## src/rtl/instruction_issue_fifo_pkg.sv

```systemverilog
// ============================================================================
// Module      : instruction_issue_fifo_pkg
// Description : Shared opcodes, widths, reset word and issue-FSM state type.
// Revision    : 1.0
// ============================================================================
`default_nettype none

package instruction_issue_fifo_pkg;

    localparam int OPCODE_WIDTH = 4;
    localparam int VRF_AWIDTH   = 10;
    localparam int INSTR_WIDTH  = OPCODE_WIDTH + 2 * VRF_AWIDTH;

    localparam logic [OPCODE_WIDTH-1:0] V_RD      = 4'd0;
    localparam logic [OPCODE_WIDTH-1:0] V_WR      = 4'd1;
    localparam logic [OPCODE_WIDTH-1:0] M_RD      = 4'd2;
    localparam logic [OPCODE_WIDTH-1:0] M_WR      = 4'd3;
    localparam logic [OPCODE_WIDTH-1:0] MV_MUL    = 4'd4;
    localparam logic [OPCODE_WIDTH-1:0] VV_ADD    = 4'd5;
    localparam logic [OPCODE_WIDTH-1:0] VV_SUB    = 4'd6;
    localparam logic [OPCODE_WIDTH-1:0] VV_PASS   = 4'd7;
    localparam logic [OPCODE_WIDTH-1:0] VV_MUL    = 4'd8;
    localparam logic [OPCODE_WIDTH-1:0] V_RELU    = 4'd9;
    localparam logic [OPCODE_WIDTH-1:0] V_SIGM    = 4'd10;
    localparam logic [OPCODE_WIDTH-1:0] V_TANH    = 4'd11;
    localparam logic [OPCODE_WIDTH-1:0] END_CHAIN = 4'd12;

    // Word presented while idle after reset/flush: keeps the decoder in its reset-chain state.
    localparam logic [INSTR_WIDTH-1:0] c_RESET_WORD = {END_CHAIN, {(2 * VRF_AWIDTH){1'b0}}};

    typedef enum logic [1:0] {
        IDLE      = 2'd0,
        ISSUE     = 2'd1,
        WAIT_DONE = 2'd2
    } issue_state_t;

    function automatic logic is_long_op(input logic [OPCODE_WIDTH-1:0] op);
        return (op == MV_MUL) || (op == V_RELU) || (op == V_SIGM) || (op == V_TANH);
    endfunction

endpackage

`default_nettype wire

```

## src/rtl/instruction_issue_fifo_instr_sync_fifo.sv

```systemverilog
// ============================================================================
// Module      : instr_sync_fifo
// Description : Single-clock FIFO with occupancy count, combinational head read.
// Revision    : 1.0
// ============================================================================
`default_nettype none

module instr_sync_fifo #(
    parameter int WIDTH = 24,
    parameter int DEPTH = 16
) (
    input  logic                       clk,
    input  logic                       rst_n,
    input  logic                       i_flush,
    input  logic                       i_push,
    input  logic [WIDTH-1:0]           i_push_data,
    input  logic                       i_pop,
    output logic [WIDTH-1:0]           o_head,
    output logic                       o_full,
    output logic                       o_empty,
    output logic [$clog2(DEPTH):0]     o_count
);

    localparam int AW = $clog2(DEPTH);
    localparam logic [AW:0] c_FULL_COUNT = (AW + 1)'(DEPTH);

    logic [WIDTH-1:0] r_mem [DEPTH];
    logic [AW-1:0]    r_wr_ptr;
    logic [AW-1:0]    r_rd_ptr;
    logic [AW:0]      r_count;
    logic             w_push_fire;
    logic             w_pop_fire;

    assign o_full      = (r_count == c_FULL_COUNT);
    assign o_empty     = (r_count == '0);
    assign o_count     = r_count;
    assign o_head      = r_mem[r_rd_ptr];
    // Full blocks a push even when a pop lands in the same cycle: no bypass.
    assign w_push_fire = i_push && !o_full;
    assign w_pop_fire  = i_pop && !o_empty;

    always_ff @(posedge clk or negedge rst_n) begin
        if (!rst_n) begin
            r_wr_ptr <= '0;
            r_rd_ptr <= '0;
            r_count  <= '0;
        end else if (i_flush) begin
            r_wr_ptr <= '0;
            r_rd_ptr <= '0;
            r_count  <= '0;
        end else begin
            if (w_push_fire) begin
                r_wr_ptr <= r_wr_ptr + 1'b1;
            end
            if (w_pop_fire) begin
                r_rd_ptr <= r_rd_ptr + 1'b1;
            end
            case ({w_push_fire, w_pop_fire})
                2'b10:   r_count <= r_count + 1'b1;
                2'b01:   r_count <= r_count - 1'b1;
                default: r_count <= r_count;
            endcase
        end
    end

    always_ff @(posedge clk) begin
        if (w_push_fire && !i_flush) begin
            r_mem[r_wr_ptr] <= i_push_data;
        end
    end

endmodule

`default_nettype wire

```

## src/rtl/instruction_issue_fifo.sv

```systemverilog
// ============================================================================
// Module      : instruction_issue_fifo
// Description : Packs host instructions into a FIFO and issues them to the
//               decoder, holding long ops until op_done. Optional macro
//               ISSUE_OPCODE_CHECK_EN discards opcodes 13..15.
// Revision    : 1.0
// ============================================================================
`default_nettype none

module instruction_issue_fifo
    import instruction_issue_fifo_pkg::*;
#(
    parameter int FIFO_DEPTH = 16
) (
    input  logic                          clk,
    input  logic                          resetn,
    input  logic                          push_valid,
    output logic                          push_ready,
    input  logic [OPCODE_WIDTH-1:0]       push_opcode,
    input  logic [VRF_AWIDTH-1:0]         push_op1,
    input  logic [VRF_AWIDTH-1:0]         push_op2,
    input  logic                          run_en,
    input  logic                          op_done,
    input  logic                          flush,
    output logic [INSTR_WIDTH-1:0]        instruction,
    output logic                          instr_valid,
    output logic                          busy,
    output logic                          chain_done,
`ifdef ISSUE_OPCODE_CHECK_EN
    output logic                          illegal_opcode,
`endif
    output logic [$clog2(FIFO_DEPTH):0]   fifo_count
);

    localparam int AW = $clog2(FIFO_DEPTH);
    localparam logic [AW:0] c_ONE = (AW + 1)'(1);

    issue_state_t            r_state;
    issue_state_t            w_state_nxt;
    issue_state_t            w_short_nxt;
    logic [INSTR_WIDTH-1:0]  r_instruction;
    logic                    r_instr_valid;
    logic                    r_chain_done;
    logic [INSTR_WIDTH-1:0]  w_head;
    logic [OPCODE_WIDTH-1:0] w_head_op;
    logic                    w_full;
    logic                    w_empty;
    logic                    w_push_fire;
    logic                    w_more;
    logic                    w_pop;
    logic                    w_load;
    logic                    w_valid_nxt;
    logic                    w_chain_nxt;
`ifdef ISSUE_OPCODE_CHECK_EN
    logic                    r_illegal;
    logic                    w_illegal;
    logic                    w_illegal_nxt;
`endif

    instr_sync_fifo #(
        .WIDTH (INSTR_WIDTH),
        .DEPTH (FIFO_DEPTH)
    ) u_fifo (
        .clk         (clk),
        .rst_n       (resetn),
        .i_flush     (flush),
        .i_push      (push_valid),
        .i_push_data ({push_opcode, push_op1, push_op2}),
        .i_pop       (w_pop),
        .o_head      (w_head),
        .o_full      (w_full),
        .o_empty     (w_empty),
        .o_count     (fifo_count)
    );

    assign push_ready  = !w_full;
    assign w_push_fire = push_valid && push_ready;
    assign w_head_op   = w_head[INSTR_WIDTH-1 -: OPCODE_WIDTH];
    // Occupancy after this cycle's pop, counting a push landing in the same cycle.
    assign w_more      = (fifo_count > c_ONE) || w_push_fire;
    assign w_short_nxt = (run_en && w_more) ? ISSUE : IDLE;

    assign instruction = r_instruction;
    assign instr_valid = r_instr_valid;
    assign chain_done  = r_chain_done;
    assign busy        = (r_state != IDLE) || !w_empty;
`ifdef ISSUE_OPCODE_CHECK_EN
    assign illegal_opcode = r_illegal;
    assign w_illegal      = (w_head_op > END_CHAIN);
`endif

    always_comb begin
        w_state_nxt = r_state;
        w_pop       = 1'b0;
        w_load      = 1'b0;
        w_valid_nxt = 1'b0;
        w_chain_nxt = 1'b0;
`ifdef ISSUE_OPCODE_CHECK_EN
        w_illegal_nxt = 1'b0;
`endif
        case (r_state)
            IDLE: begin
                if (run_en && !w_empty) begin
                    w_state_nxt = ISSUE;
                end
            end
            ISSUE: begin
                if (w_empty) begin
                    w_state_nxt = IDLE;
                end else begin
                    w_pop = 1'b1;
`ifdef ISSUE_OPCODE_CHECK_EN
                    if (w_illegal) begin
                        w_illegal_nxt = 1'b1;
                        w_state_nxt   = w_short_nxt;
                    end else
`endif
                    if (is_long_op(w_head_op)) begin
                        w_load      = 1'b1;
                        w_valid_nxt = 1'b1;
                        w_state_nxt = WAIT_DONE;
                    end else if (w_head_op == END_CHAIN) begin
                        w_load      = 1'b1;
                        w_valid_nxt = 1'b1;
                        w_chain_nxt = 1'b1;
                        w_state_nxt = IDLE;
                    end else begin
                        w_load      = 1'b1;
                        w_valid_nxt = 1'b1;
                        w_state_nxt = w_short_nxt;
                    end
                end
            end
            WAIT_DONE: begin
                if (op_done) begin
                    w_state_nxt = (run_en && !w_empty) ? ISSUE : IDLE;
                end
            end
            default: begin
                w_state_nxt = IDLE;
            end
        endcase
    end

    always_ff @(posedge clk or negedge resetn) begin
        if (!resetn) begin
            r_state       <= IDLE;
            r_instruction <= c_RESET_WORD;
            r_instr_valid <= 1'b0;
            r_chain_done  <= 1'b0;
`ifdef ISSUE_OPCODE_CHECK_EN
            r_illegal     <= 1'b0;
`endif
        end else if (flush) begin
            r_state       <= IDLE;
            r_instruction <= c_RESET_WORD;
            r_instr_valid <= 1'b0;
            r_chain_done  <= 1'b0;
`ifdef ISSUE_OPCODE_CHECK_EN
            r_illegal     <= 1'b0;
`endif
        end else begin
            r_state       <= w_state_nxt;
            if (w_load) begin
                r_instruction <= w_head;
            end
            r_instr_valid <= w_valid_nxt;
            r_chain_done  <= w_chain_nxt;
`ifdef ISSUE_OPCODE_CHECK_EN
            r_illegal     <= w_illegal_nxt;
`endif
        end
    end

endmodule

`default_nettype wire
```

## config.mk

```make
export PLATFORM = sky130hd
export DESIGN_NAME = instruction_issue_fifo
export DESIGN_NICKNAME = d
export VERILOG_FILES = /design/src/rtl/instruction_issue_fifo_pkg.sv /design/src/rtl/instruction_issue_fifo_instr_sync_fifo.sv /design/src/rtl/instruction_issue_fifo.sv
export SDC_FILE = /design/constraint.sdc
export NUM_CORES = 1
export LEC_CHECK = 0
export CORE_MARGIN = 5
export CORE_UTILIZATION = 53
export DETAILED_ROUTE_END_ITERATION = 16
export PLACE_DENSITY = 0.71
export SYNTH_ARGS = -nofsm -noshare
export SYNTH_HDL_FRONTEND = slang
export SYNTH_SLANG_ARGS = --single-unit
```

## constraint.sdc

```tcl
create_clock -name clk -period 6.3 [get_ports clk]
set_input_delay 0.945 -clock clk [delete_from_list [all_inputs] [get_ports clk]]
set_output_delay 0.945 -clock clk [all_outputs]
set_load 0.03 [all_outputs]
```

==> results.json <==
{
  "clock_input_transition_at_the_sequential_cells_of_the_worst_setup_and_hold_paths_ns": 0.06,
  "core_sq_mm": 0.0315,
  "drt_pre_antenna_iters": 5,
  "clock_skew_ns": 0.0224,
  "tightestPinTransition_ns": 1.12,
  "switching_power_as_a_share_of_total_power_pct": 21.4,
  "dr_total_vias": 8301,
  "floorplan.io_pins": 63,
  "ctsHtreeMaxLevel": 2,
  "r2r_slack_ns": 3.28,
  "grtUsageMet1_pct": 27.3,
  "wl_mm": 33.7,
  "fillerInstances": 2213,
  "die-height_microns": 189,
  "synth_cell_type_count": 46,
  "irDropWorstVdd_mv": 0.204,
  "routedWlPerCell_microns": 24.7,
  "crit_path_end_kind": "primary output",
  "end_point_of_the_critical_path": "busy",
  "reg2reg_depth": 7,
  "timing.final.max_slew_violations": 0,
  "number_of_failing_setup_endpoints_in_the_final_timing_report": 0,
  "grt_use_met2_pct": 31.4,
  "timing.max_slew.rel_slack_pct": 25.7,
  "yosys_warnings": 0,
  "cts_tree": "yes",
  "cts_hold_buf": 0,
  "cts_resized": 0,
  "setup.worst_path.start_class": "flip-flop",
  "insertedDiodeCount": 0,
  "std_cell_rows": 65,
  "grt_first_pass_wirelength_mm": 52.1,
  "drt-vias-per-instance": 6.09,
  "gp_congestion": 0.755,
  "synth.top_cells.by_area": "sky130_fd_sc_hd__edfxtp_1 68%, sky130_fd_sc_hd__mux4_2 6.8%, sky130_fd_sc_hd__dfrtp_1 5.8%",
  "max_stage_delay_ns": 0.60,
  "layout.nets": 970,
  "synth.top_cell.area_share_pct": 68.3,
  "kind_of_critical_path": "reg2out",
  "antenna_left": 0,
  "crit_slowest_cell": "sky130_fd_sc_hd__clkdlybuf4s50_1",
  "syn-num-nets": 898,
  "netSwitchingPower_mw": 1.30,
  "pwr-share-clk_pct": 40.1,
  "critPathMaxFanout": 8,
  "p_leak_nw": 6.16,
  "clock_tree.root_cell": "sky130_fd_sc_hd__clkbuf_16",
  "worstReg2RegStart": "u_fifo.r_rd_ptr[0]",
  "synthesis.instances": 859,
  "design.die.area_sq_mm": 0.0355,
  "synthesis.area_sq_mm": 0.0169,
  "worst_hold_check_path_type": "in2async",
  "grt_most_used_layer": "met2",
  "power-per-cell-area_mw_per_mm2": 316,
  "crit_path_cell_trace": "inv_1 > ha_1 > or4b_1 > or3_1 > clkdlybuf4s50_1",
  "drt_iter0_markers": 596,
  "initial_antenna_violation_count": 0,
  "r2r_end": "r_state[1]",
  "timing.final.crit_share_pct": 57.7,
  "postSynthRegisterBits": 425,
  "clock_insertion_delay_worst_skew_ns": 0.53,
  "pwr-share-comb_pct": 7.8,
  "power.share.sequential_pct": 52.1,
  "final-hold-violation-count": 0,
  "initial_utilization_pct": 53.7,
  "place_hpwl_mm": 18.4,
  "power.internal_mw": 4.78,
  "postCtsSetupBuffers": 0,
  "cts-buffers-inserted": 42,
  "setup_tns_ns": 0,
  "area_growth_pct": 13.9,
  "crit_path_start": "u_fifo.o_count[1]",
  "final_period_minus_worst_setup_slack_ns": 3.64,
  "grt_use_total_pct": 19.1,
  "cp_data_required_time_ns": 5.35,
  "synth_sequential_area_ratio_pct": 74.4,
  "io_buffers": 62,
  "clk_path_buf_depth": 3,
  "worst-endpoint-arrival_ns": 2.69,
  "layout-drive-gt1-share_pct": 18.1,
  "run_status": "finished, final reports clean",
  "grt_setup_unrepaired": "no",
  "met3_usage_pct": 2.87,
  "synthDominantAreaCellType": "sky130_fd_sc_hd__edfxtp_1",
  "timing.max_cap.violations": 0,
  "highest_clock_frequency_the_design_can_meet_ghz": 0.275,
  "largest_net_degree_at_the_start_of_global_routing": 78,
  "postSynthAreaPerCell_sq_um": 19.7,
  "drt_drc_violations_left": 0,
  "first_global_vias": 8562,
  "cts_num_sinks": 425,
  "grt-ovfl-total": 0,
  "die_width_microns": 189,
  "whs_ns": 0.520
}
flip-flops by register name, indices dropped and copies added (netlist names):
register	count
chain_done	1
u_fifo.o_count	5
u_fifo.r_mem	384
u_fifo.r_wr_ptr	4
instr_valid	1
u_fifo.r_rd_ptr	4
r_state	2
instruction	24
logic make-up (layout without fill, tap and decap cells):
group           count (synthesis)  after routing  synth area share, %
buf+inv                        53            156                 2.19
mux                           129            129                 14.6
compound gates                 94             94                 3.74
fa+ha+maj                       9              9                0.667
simple gates                  139            139                 3.93
xor+xnor                       10             10                0.519
flops                         425            425                 74.4
metrics by stage:
stage                     cell area (sq um)  setup slack [ns]  util [%]  power, mW  std cells
final                                 19200              2.66      61.1       6.08       1364
after global routing                  19200              2.59      61.1       6.29       1364
after CTS                             19200              2.64      61.1       6.14       1364
after global placement                17900              3.02      56.8       3.70       1289
after floorplan                       16900              1.97         -       3.55        859
after detailed placement              17900              2.90      56.8       3.71       1289
how the worst min path moves through the flow:
stage,depth (start not counted),start,end,slack [ns]
5_1_grt,2,instruction[0],instruction[0],0.55
3_3_place_gp,2,instruction[21],instruction[21],0.51
3_5_place_dp,2,instruction[0],instruction[0],0.52
2_1_floorplan,2,u_fifo.r_wr_ptr[1],u_fifo.r_wr_ptr[1],0.56
6_report,2,resetn,instruction[6],0.52
4_1_cts,2,resetn,instruction[14],0.52
cells in the mapped netlist (all sizes together):
cell,count
a211o,2
a211oi,7
a21o,7
a21oi,30
a221oi,11
a22oi,9
a311oi,1
and2,3
and3,9
buf,24
clkbuf,24
dfrtp,39
dfstp,2
edfxtp,384
ha,9
inv,5
mux2,11
mux2i,35
mux4,83
nand2,43
nand2b,7
nand3,10
nand4,3
nand4bb,1
nor2,42
nor2b,4
nor3,10
nor4,3
o21ai,25
o22ai,2
or3,3
or4b,1
xnor2,7
xor2,3
final cells by class:
class | instances | area, sq um | share of cell area (%)
clock inverters | 23 | 210 | 1.09
inverters | 5 | 18.8 | 0.0976
well taps | 402 | 503 | 2.61
repair buffers | 76 | 728 | 3.79
clock buffers | 52 | 1140 | 5.93
flip-flops and latches | 425 | 12600 | 65.3
multi-input cells | 381 | 4070 | 21.2
cell usage in the layout (no fill, tap or decap), types with 13 or more instances in the layout:
master,synthesis,routed
sky130_fd_sc_hd__edfxtp_1,384,384
sky130_fd_sc_hd__clkdlybuf4s50_1,0,60
sky130_fd_sc_hd__mux4_2,51,51
sky130_fd_sc_hd__nand2_1,43,43
sky130_fd_sc_hd__clkbuf_16,0,43
sky130_fd_sc_hd__dfrtp_1,39,36
sky130_fd_sc_hd__mux2i_1,35,35
sky130_fd_sc_hd__mux4_1,32,32
sky130_fd_sc_hd__nor2_1,41,31
sky130_fd_sc_hd__a21oi_1,30,30
sky130_fd_sc_hd__o21ai_0,24,24
sky130_fd_sc_hd__buf_4,1,13
critical path: cells and delay by family, from the launching register on:
kind	cells	cell delay, ns
buffers and inverters	2	0.73
DFF	1	0.45
adders and majority gates	1	0.17
and+or+nand+nor	2	0.84
power by group through the flow:
stage	combinational, mW	clock, mW	sequential, mW
global route	0.514	2.60	3.17
CTS	0.484	2.49	3.17
floorplan	0.311	0	3.24
finish	0.477	2.44	3.17
detailed placement	0.481	0	3.23
global placement	0.472	0	3.23
routing by layer:
metal | vias to the layer above | routed length, microns | share of wire (%)
met5 | - | 0 | 0
met4 | 0 | 772 | 2.3
met3 | 56 | 1700 | 5.1
met2 | 251 | 16800 | 50
met1 | 4364 | 14400 | 43
li1 | 3630 | - | -
No activity file was read; power rests on OpenSTA's default activity.
